==> src/rtl/serial_io_pkg.sv <==
// serial_io_pkg: shared byte width and width helper for the serial IO buffer.
package serial_io_pkg;
  localparam int BYTE_W = 8;
  function automatic int clog2(input int n);
    clog2 = 0;
    for (int v = n - 1; v > 0; v = v >> 1) clog2++;
  endfunction
endpackage

==> src/rtl/byte_fifo.sv <==
// byte_fifo: circular byte FIFO with wrap-bit pointers and zero-latency head read.
module byte_fifo import serial_io_pkg::*; #(
  parameter int DEPTH = 16,
  localparam int AW = clog2(DEPTH)
) (
  input  logic              clock,
  input  logic              reset,
  input  logic              push,
  input  logic              pop,
  input  logic [BYTE_W-1:0] din,
  output logic [BYTE_W-1:0] dout,
  output logic              empty,
  output logic              full,
  output logic [AW:0]       level
);
  logic [BYTE_W-1:0] mem_q [DEPTH];
  logic [AW:0] wr_q, wr_d, rd_q, rd_d;
  assign empty = wr_q == rd_q;
  assign full  = (wr_q[AW-1:0] == rd_q[AW-1:0]) && (wr_q[AW] != rd_q[AW]);
  assign level = wr_q - rd_q;
  assign dout  = mem_q[rd_q[AW-1:0]];
  // Fullness and emptiness are judged on start-of-cycle pointers only.
  always_comb begin
    wr_d = wr_q + (AW+1)'(push && !full);
    rd_d = rd_q + (AW+1)'(pop && !empty);
  end
  always_ff @(posedge clock or negedge reset) begin
    if (!reset) begin
      wr_q <= '0;
      rd_q <= '0;
    end else begin
      wr_q <= wr_d;
      rd_q <= rd_d;
    end
  end
  always_ff @(posedge clock) begin
    if (push && !full) mem_q[wr_q[AW-1:0]] <= din;
  end
endmodule

==> src/rtl/serial_io_buffer.sv <==
// serial_io_buffer: RX/TX byte FIFOs between a host byte link and processor serial ports,
// with sticky error flags and fill levels.
module serial_io_buffer import serial_io_pkg::*; #(
  parameter int RX_DEPTH = 16,
  parameter int TX_DEPTH = 16
) (
  input  logic                     clock,
  input  logic                     reset,
  input  logic [BYTE_W-1:0]        host_rx_data,
  input  logic                     host_rx_valid,
  output logic                     host_rx_ready,
  output logic [BYTE_W-1:0]        serial_in,
  output logic                     serial_valid_in,
  input  logic                     serial_rden_out,
  input  logic [BYTE_W-1:0]        serial_out,
  input  logic                     serial_wren_out,
  output logic                     serial_ready_in,
  output logic [BYTE_W-1:0]        host_tx_data,
  output logic                     host_tx_valid,
  input  logic                     host_tx_ready,
  output logic [clog2(RX_DEPTH):0] rx_level,
  output logic [clog2(TX_DEPTH):0] tx_level,
  output logic                     rx_overflow,
  output logic                     rx_underflow,
  output logic                     tx_overflow,
  input  logic                     clear_flags
);
  logic rx_empty, rx_full, tx_empty, tx_full;
  logic rx_ovf_q, rx_ovf_d, rx_udf_q, rx_udf_d, tx_ovf_q, tx_ovf_d;
  byte_fifo #(.DEPTH(RX_DEPTH)) rx_fifo (
    .clock(clock), .reset(reset), .push(host_rx_valid), .pop(serial_rden_out),
    .din(host_rx_data), .dout(serial_in), .empty(rx_empty), .full(rx_full), .level(rx_level)
  );
  byte_fifo #(.DEPTH(TX_DEPTH)) tx_fifo (
    .clock(clock), .reset(reset), .push(serial_wren_out), .pop(host_tx_ready),
    .din(serial_out), .dout(host_tx_data), .empty(tx_empty), .full(tx_full), .level(tx_level)
  );
  assign host_rx_ready   = !rx_full;
  assign serial_valid_in = !rx_empty;
  assign serial_ready_in = !tx_full;
  assign host_tx_valid   = !tx_empty;
  assign rx_overflow     = rx_ovf_q;
  assign rx_underflow    = rx_udf_q;
  assign tx_overflow     = tx_ovf_q;
  // A setting event in the same cycle as clear_flags leaves the flag set.
  always_comb begin
    rx_ovf_d = (host_rx_valid && rx_full) || (rx_ovf_q && !clear_flags);
    rx_udf_d = (serial_rden_out && rx_empty) || (rx_udf_q && !clear_flags);
    tx_ovf_d = (serial_wren_out && tx_full) || (tx_ovf_q && !clear_flags);
  end
  always_ff @(posedge clock or negedge reset) begin
    if (!reset) begin
      rx_ovf_q <= 1'b0;
      rx_udf_q <= 1'b0;
      tx_ovf_q <= 1'b0;
    end else begin
      rx_ovf_q <= rx_ovf_d;
      rx_udf_q <= rx_udf_d;
      tx_ovf_q <= tx_ovf_d;
    end
  end
endmodule

==> config.mk <==
export PLATFORM = sky130hd
export DESIGN_NAME = serial_io_buffer
export DESIGN_NICKNAME = d
export VERILOG_FILES = /design/src/rtl/serial_io_pkg.sv /design/src/rtl/byte_fifo.sv /design/src/rtl/serial_io_buffer.sv
export SDC_FILE = /design/constraint.sdc
export NUM_CORES = 1
export LEC_CHECK = 0
export CAP_MARGIN = 20
export CORE_MARGIN = 4
export CORE_UTILIZATION = 50
export DETAILED_ROUTE_END_ITERATION = 10
export PLACE_DENSITY = 0.68
export SYNTH_ARGS = -nofsm -noshare
export SYNTH_HDL_FRONTEND = slang
export SYNTH_SLANG_ARGS = --single-unit
==> constraint.sdc <==
create_clock -name clock -period 3.5 [get_ports clock]
set_clock_uncertainty 0.1 [all_clocks]
set_input_delay 0.35 -clock clock [delete_from_list [all_inputs] [get_ports clock]]
set_output_delay 0.35 -clock clock [all_outputs]
set_load 0.01 [all_outputs]
; Word level (Yosys, flattened, before mapping)
; Memory sizes are Yosys's and may differ from the RTL's.
; Cells that the tools add are included.
[word_totals]
ff_bits = 23
latchBits = 0
ram_bits = 256
rom_bits = 0
in_bits = 23
out_inout_bits = 33
n_memories = 2
[classes]
addsub = 6
mul = 0
div_mod_pow = 0
magnitude_cmp = 0
n_eq_ne = 6
shifts = 0
mux = 4
bitwise = 0
n_reduce_logical = 20
[mem_list]
columns = memory, depth, word_bits, read_ports, rd_clocked_by_memory_dff, wr, line_no
row1 = rx_fifo.mem_q, 16, 8, 1, 0, 1, byte_fifo.sv:16  ; logic [BYTE_W-1:0] mem_q [DEPTH];
row2 = tx_fifo.mem_q, 16, 8, 1, 0, 1, byte_fifo.sv:16
[ops]
columns = cell, count
row1 = $add A5 B1 Y5, 4
row2 = $logic_and A1 B1 Y1, 12
row3 = $eq A5 B5 Y1, 2
row4 = $sub A5 B5 Y5, 2
row5 = $eq A4 B4 Y1, 2
row6 = $logic_not A1 Y1, 5
row7 = $mux W1, 4
row8 = $logic_or A1 B1 Y1, 3
row9 = $ne A1 B1 Y1, 2

; Depth between registers and ports, before layout
; Gate-level depths: netlist of run 1.
[depth]
depth_word = 6
ltp_mapped = 13
mapped_depth_nobuf = 10

; Hierarchy
; A second synthesis of run 1 with hierarchy kept.
[unflattened]
cells_unflattened = 598
hier_area_um2 = 11327.1
[modules_own_cells]
columns = mod, n_inst, cells_each, area_each_um2, seq_area_each_um2
row1 = byte_fifo, 2, 291, 5597.9, 4093.9
row2 = serial_io_buffer, 1, 16, 131.4, 75.1

; Worst setup path after synthesis of run 1
; OpenSTA, ideal clock, no wires.
[synth_path]
path_kind = flip-flop to flip-flop
from = register tx_fifo.rd_q[2]
to = memory tx_fifo.mem_q[3][0], enable pin
setup_time_ns = 0.383
arrival_ns = 2.507
t_required_ns = 3.017
setup_slack_ns = 0.510
stages_incl_launch_ff = 10
n_path_buf = 3
period_less_slack_ns = 2.990
path_cell_list = dfrtp_1 buf_2 buf_2 buf_2 inv_1 ha_1 nand4_1 o21ai_1 or3_1 nor3_1
[synth_via]
elab_chain_cells = 6
[synth_lines]
columns = item, line_no
row1 = from (decl), byte_fifo.sv:17  ; logic [AW:0] wr_q, wr_d, rd_q, rd_d;
row2 = from (signal assigned), byte_fifo.sv:33  ; rd_q <= rd_d;
row3 = $eq A4 B4 Y1, byte_fifo.sv:19  ; assign full = (wr_q[AW-1:0] == rd_q[AW-1:0]) && (wr_q[AW] != rd_q[AW]);
row4 = $logic_and A1 B1 Y1, byte_fifo.sv:19
row5 = $logic_not A1 Y1, byte_fifo.sv:37  ; if (push && !full) mem_q[wr_q[AW-1:0]] <= din;
row6 = $logic_and A1 B1 Y1, byte_fifo.sv:37
row7 = $mux W1, byte_fifo.sv:37
row8 = $mux W1 (implied by the code), byte_fifo.sv:37
row9 = to (decl), byte_fifo.sv:16
; Every way passes these cells.

; Worst setup path after layout of run 1
[layout_path]
from = register rx_fifo.rd_q[0]
to = output serial_in[1]
[layout_via]
elab_chain_cells = 1
[layout_lines]
columns = item, line_no
row1 = from (decl), byte_fifo.sv:17
row2 = from (signal assigned), byte_fifo.sv:33
row3 = $mem_v2 Z16 W8, --
row4 = to (decl), serial_io_buffer.sv:12  ; output logic [BYTE_W-1:0] serial_in,
; Every way passes these cells.

==> results of run 1 <==
critical path, cell delays in order, from the launching register on:
cell and delay, ns:
dfrtp_4 0.69, buf_12 0.23, mux4_1 0.55, a22oi_1 0.32
nand2_1 0.10, clkdlybuf4s50_1 0.51
sequential cells by signal, summed over array words and instances (netlist names):
| signal | cells |
|---|---|
| tx_fifo.wr_q | 5 |
| tx_fifo.rd_q | 5 |
| rx_overflow | 1 |
| tx_fifo.mem_q | 128 |
| tx_overflow | 1 |
| rx_fifo.rd_q | 5 |
| rx_underflow | 1 |
| rx_fifo.mem_q | 128 |
| rx_fifo.wr_q | 5 |
layer usage:
layer	vias to the layer above	wire (µm)	track usage
met3	26	1270	0.0342
met1	3006	10000	0.270
li1	2539	-	-
met2	167	11100	0.298
met4	0	264	0.0357
met5	-	0	0
timing repair:
action,CTS,global route
setup endpoints to repair,4,9
gates resized for setup,1,2
hold endpoints to repair,0,5
hold buffers,0,1
power groups by stage:
stage | combinational [µW] | clock, µW | sequential, µW
final | 4130 | 3170 | 4490
after global routing | 4470 | 3380 | 4540
after CTS | 4170 | 3230 | 4480
after detailed placement | 4130 | 0 | 4540
after global placement | 4040 | 0 | 4510
after floorplan | 2670 | 0 | 4290
synthesized netlist by cell type, types with 14 or more instances:
cell type,n,share of area
o21ai_0,17,0.0076
mux2i_1,24,0.021
mux4_2,38,0.076
nand2_1,14,0.0047
xnor2_1,15,0.012
edfxtp_1,256,0.68
mux4_1,18,0.042
a22oi_1,16,0.011
ha_1,16,0.018
nor2_1,29,0.0097
inv_1,27,0.0090
dfrtp_1,23,0.051
logic make-up after synthesis:
kind of cell               Yosys count
and+or+nand+nor                     77
xor gates and xnor gates            21
DFF                                279
buffers and inverters               52
muxes                               80
AOI/OAI and AO/OA                   53
adders and majority gates           18
final timing paths:
path                                       from                   to  slack, ns  cells after the start
min in group asynchronous                 reset      rx_fifo.rd_q[4]       0.55                      2
worst min-delay path            serial_rden_out         rx_underflow       0.29                      3
max in group asynchronous                 reset      tx_fifo.rd_q[0]       2.33                      3
worst min register to register  rx_fifo.rd_q[3]      rx_fifo.rd_q[3]       0.42                      1
worst max register to register  tx_fifo.rd_q[3]  tx_fifo.mem_q[1][3]       0.79                      7
worst max-delay path            rx_fifo.rd_q[0]         serial_in[1]       0.11                      5
area by class of cell:
class	instances	share of cell area
tap	280	0.0262
sequential	279	0.619
clock inverter	22	0.0196
inverter	27	0.00758
multi-input combinational	249	0.202
clock buffer	32	0.0559
timing repair buffer	97	0.0693
metrics by stage:
| step | cells | worst slack (ns) | power, µW | util |
|---|---|---|---|---|
| 2_1_floorplan | 580 | 0.510 | 6960 | - |
| 3_3_place_gp | 930 | 0.513 | 8550 | 0.561 |
| 3_5_place_dp | 930 | 0.515 | 8670 | 0.561 |
| 4_1_cts | 984 | 0.0170 | 11900 | 0.607 |
| 5_1_grt | 986 | 0.00116 | 12400 | 0.609 |
| 6_report | 986 | 0.106 | 11800 | 0.609 |
==> run metrics, run 1 <==
DP Area=~0.012 mm²; Tmin final=between 3 and 4 ns; vias in the first global route=just over 6k; Mapped Cells=580; initial DRC count=410; Layout fillers=about 1.5k; multi-input logic area=roughly 0.0027 mm²; RSZ-0062 raised after global routing=false; number of remaining DRC errors=0; row cnt=54; f_max=between 200 and 300 MHz; Final ANT Viol Nets=0; most common cell after layout, fill and taps aside=edfxtp_1; core area=around 0.022 mm²; CP arrival=between 2 and 3 ns; post-synthesis compound-gate area fraction=0.0309; Net Sw Power=3640 µW; maxcap violations=0; syn avg cell area=between 15 and 20 µm²; Final Cycle Share=0.970; Final Slew Violations=0; post-synthesis mux area share=0.140; Seq/Total Area, Yosys=0.735; Final Hold Vio Count=0; H-tree depth=1; I/O Buffers=55; I/O pin count=56; Switching Fraction=0.309; critical path required time=around 3 ns; sequential fraction of design power=0.381; first-pass GRT wire length=35.1 mm; Area Overhead vs Synth=18.8%; Startpoint Class=register; clk sinks=~280; FFs w/ async S/R, synth=0.0824; share of layout cells above drive strength 1=0.190; Hold Path Class=input pin to register; FF/Latch Area=just over 0.008 mm²; Mapped Nets=about 620; Clk pwr share=0.269; CTS tree=built; GP Congestion=about 0.77; Power Density=about 880 mW/mm²; Comb power frac=0.350; Worst-Skew Late Latency=0.54 ns; crit path max fanout=21; Setup CP Type=register to output port; CTS Buffer Depth=3; # setup viols final=0; Fin Setup TNS=0 ns; Setup Buffers After CTS=0; CP Capture Type=output port; fin area=roughly 0.013 mm²; initial antenna violation count=0; vias per cell=about 5.8; hold_ws=0.293 ns; DPL Wire Length=roughly 15 mm; die footprint=0.0250 mm²; largest net degree at the start of global routing=35; status=complete, no violations; Cell Area, Synth=approximately 0.011 mm²; number of iterations in the first detailed-routing pass=5; Distinct cells, synth=34; XOR/XNOR Fraction of Synth Area=0.0170; Rel. slew slack=0.460; Simple-Gate Fraction of Synth Area=0.0317; VDD IR max=between 0.001 and 0.0015 V; Die Ht=158 µm; TritonCTS Buffers=29; clock-pin slew on the worst setup and hold paths=approximately 0.060 ns; Vias=roughly 5.7k; ys flop type=edfxtp_1; Synth Warn #=0; GRT Total Usage=0.185; GRT Residual Overflow=0; Root Buffer=clkbuf_16; nets=724; largest family of logic cells by synthesized area=multiplexers; number of diodes=0; cell internal pwr=between 8000 and 9000 µW; worst slew pin tran=~0.81 ns; Synth Register Bits=around 280; LEAKAGE=roughly 0.0047 µW; commonest non-fill, non-tap cells in the layout=edfxtp_1, clkdlybuf4s50_1, mux4_2, buf_4; DR WL/cell=~23 µm; Synth Area in Adders=0.0214; DIE WIDTH=roughly 160 µm; Post-synth EDFFs=256; Initial Util=0.512; final wirelength=22.6 mm
(Power assumes the default switching activity.)
==> run 2: changes to the inputs <==
- CORE_MARGIN: 4 -> unset
==> run 2 against run 1 <==
Effect of this change:
- the flow now finishes with violations (DRC)
- clock power down 15%
- sequential power down 2%
- combinational power about the same
- cell count down 0.20%
- register-to-register slack worse by 0.16 ns
- largest cell class unchanged
- largest power group unchanged
==> run metrics, run 2 (synthesis gave the netlist of run 1 again) <==
maxcap violations=0 (unchanged); I/O pin count=56 (unchanged); # setup viols final=0 (unchanged); critical path required time=3.05 ns (about the same); vias per cell=5.74 (-1.4%); hold_ws=0.303 ns (+0.00957 ns); I/O Buffers=55 (unchanged); first-pass GRT wire length=33.7 mm (-4.1%); failing checks=DRC; VDD IR max=0.000664 V (-41%); die footprint=0.0231 mm² (-7.5%); Final Cycle Share=0.956 (-0.0139); number of diodes=0 (unchanged); LEAKAGE=0.00457 µW (-2.2%); status=finished, violations left; placed cells=930 (unchanged); Vias=5644 (-1.6%); Initial Util=0.512 (unchanged); core area=0.0220 mm² (unchanged); vias in the first global route=5868 (-4.9%); Hold Path Class=input pin to register; largest net degree at the start of global routing=41 (+17%); DR WL/cell=21.7 µm (-5.3%); Final ANT Viol Nets=0 (unchanged); Fin Setup TNS=0 ns (unchanged); GRT Total Usage=0.191 (+0.00612); Final Hold Vio Count=0 (unchanged); non-filler cells, final=984 (-0.20%); Worst-Skew Late Latency=0.53 ns (about the same); Final Slew Violations=0 (unchanged); CTS tree=built; crit path max fanout=11 (-48%); worst slew pin tran=0.793 ns (-0.0145 ns); commonest non-fill, non-tap cells in the layout=edfxtp_1, clkdlybuf4s50_1, buf_4, mux4_2; number of remaining DRC errors=3 (+3); Rel. slew slack=0.470 (+0.00969); total power=11200 µW (-4.6%); initial antenna violation count=0 (unchanged); H-tree depth=1 (unchanged); GP Congestion=0.771 (+0.17%); Startpoint Class=register; clock-pin slew on the worst setup and hold paths=0.06 ns (about the same); GRT Residual Overflow=0 (unchanged); f_max=299 MHz (+1.5%); nets=724 (unchanged); CP arrival=2.90 ns (-0.04 ns); row cnt=54 (unchanged); Layout fillers=1569 (+2.2%); CP Capture Type=output port; Area Overhead vs Synth=17.2%; Root Buffer=clkbuf_16; initial DRC count=417 (+1.7%); DPL Wire Length=13.9 mm (-3.9%); most common cell after layout, fill and taps aside=edfxtp_1; Die Ht=152 µm (-3.8%); Power Density=852 mW/mm² (-3.3%); Setup CP Type=register to output port; share of layout cells above drive strength 1=0.169 (-0.0208); clk sinks=279 (unchanged); DIE WIDTH=152 µm (-3.8%); Tmin final=3.35 ns (-0.0488 ns); final wirelength=21.4 mm (-5.5%); RSZ-0062 raised after global routing=false; number of iterations in the first detailed-routing pass=8 (+3); CTS Buffer Depth=3 (unchanged); TritonCTS Buffers=28 (-3.4%)
[run 2: per-stage QoR]
step	worst slack, ns	cell area (µm²)	util
6_report	0.155	13200	0.600
5_1_grt	0.00348	13200	0.600
4_1_cts	0.0176	13100	0.597
3_5_place_dp	0.416	12300	0.559
3_3_place_gp	0.448	12300	0.559
2_1_floorplan	0.510	11200	-
[run 2: path summary, 6_finish.rpt]
check | start | endpoint | slack, ns | cells past startpoint
setup / recovery | tx_fifo.rd_q[3] | serial_ready_in | 0.15 | 5
hold / removal | serial_rden_out | rx_underflow | 0.30 | 3
setup reg to reg | tx_fifo.rd_q[3] | tx_fifo.mem_q[1][4] | 0.63 | 7
hold reg to reg | rx_underflow | rx_underflow | 0.43 | 2
max in group asynchronous | reset | tx_fifo.rd_q[0] | 2.38 | 3
min in group asynchronous | reset | rx_fifo.rd_q[0] | 0.52 | 2
[run 2: report_power, final]
group	leakage (µW)	internal, µW	switching [µW]
clock network	0.000394	1550	1140
registers	0.00259	4090	318
logic	0.00159	2120	2020
[run 2: area by class of cell]
cell class	count	area, µm²	area share
repair buffers	98	928	0.0704
inverters	27	101	0.00769
clock inverters	6	32.5	0.00247
clock buffers	45	796	0.0604
well taps	280	350	0.0266
flip-flops and latches	279	8270	0.627
multi-input cells	249	2710	0.205
[run 2: timing repair]
action | 4_1_cts | 5_1_grt
gates resized for setup | 1 | 1
endpoints found under the setup margin | 5 | 6
endpoints found under the hold margin | 0 | 4
gates cloned | 0 | 0
hold buffers | 0 | 1
setup buffers | 0 | 1
[run 2: metal layers]
layer,vias up,GRT usage,wire [µm]
li1,2533,-,-
met1,2922,0.277,9590
met2,159,0.305,10300
met3,30,0.0311,1160
met4,0,0.0466,313
met5,-,0,0
[run 2: critical path, cell delays in order (launching register included)]
cell,delay [ns]
dfrtp_1,0.62
inv_1,0.30
ha_1,0.42
nand4_1,0.19
or2_2,0.34
clkdlybuf4s50_1,0.49
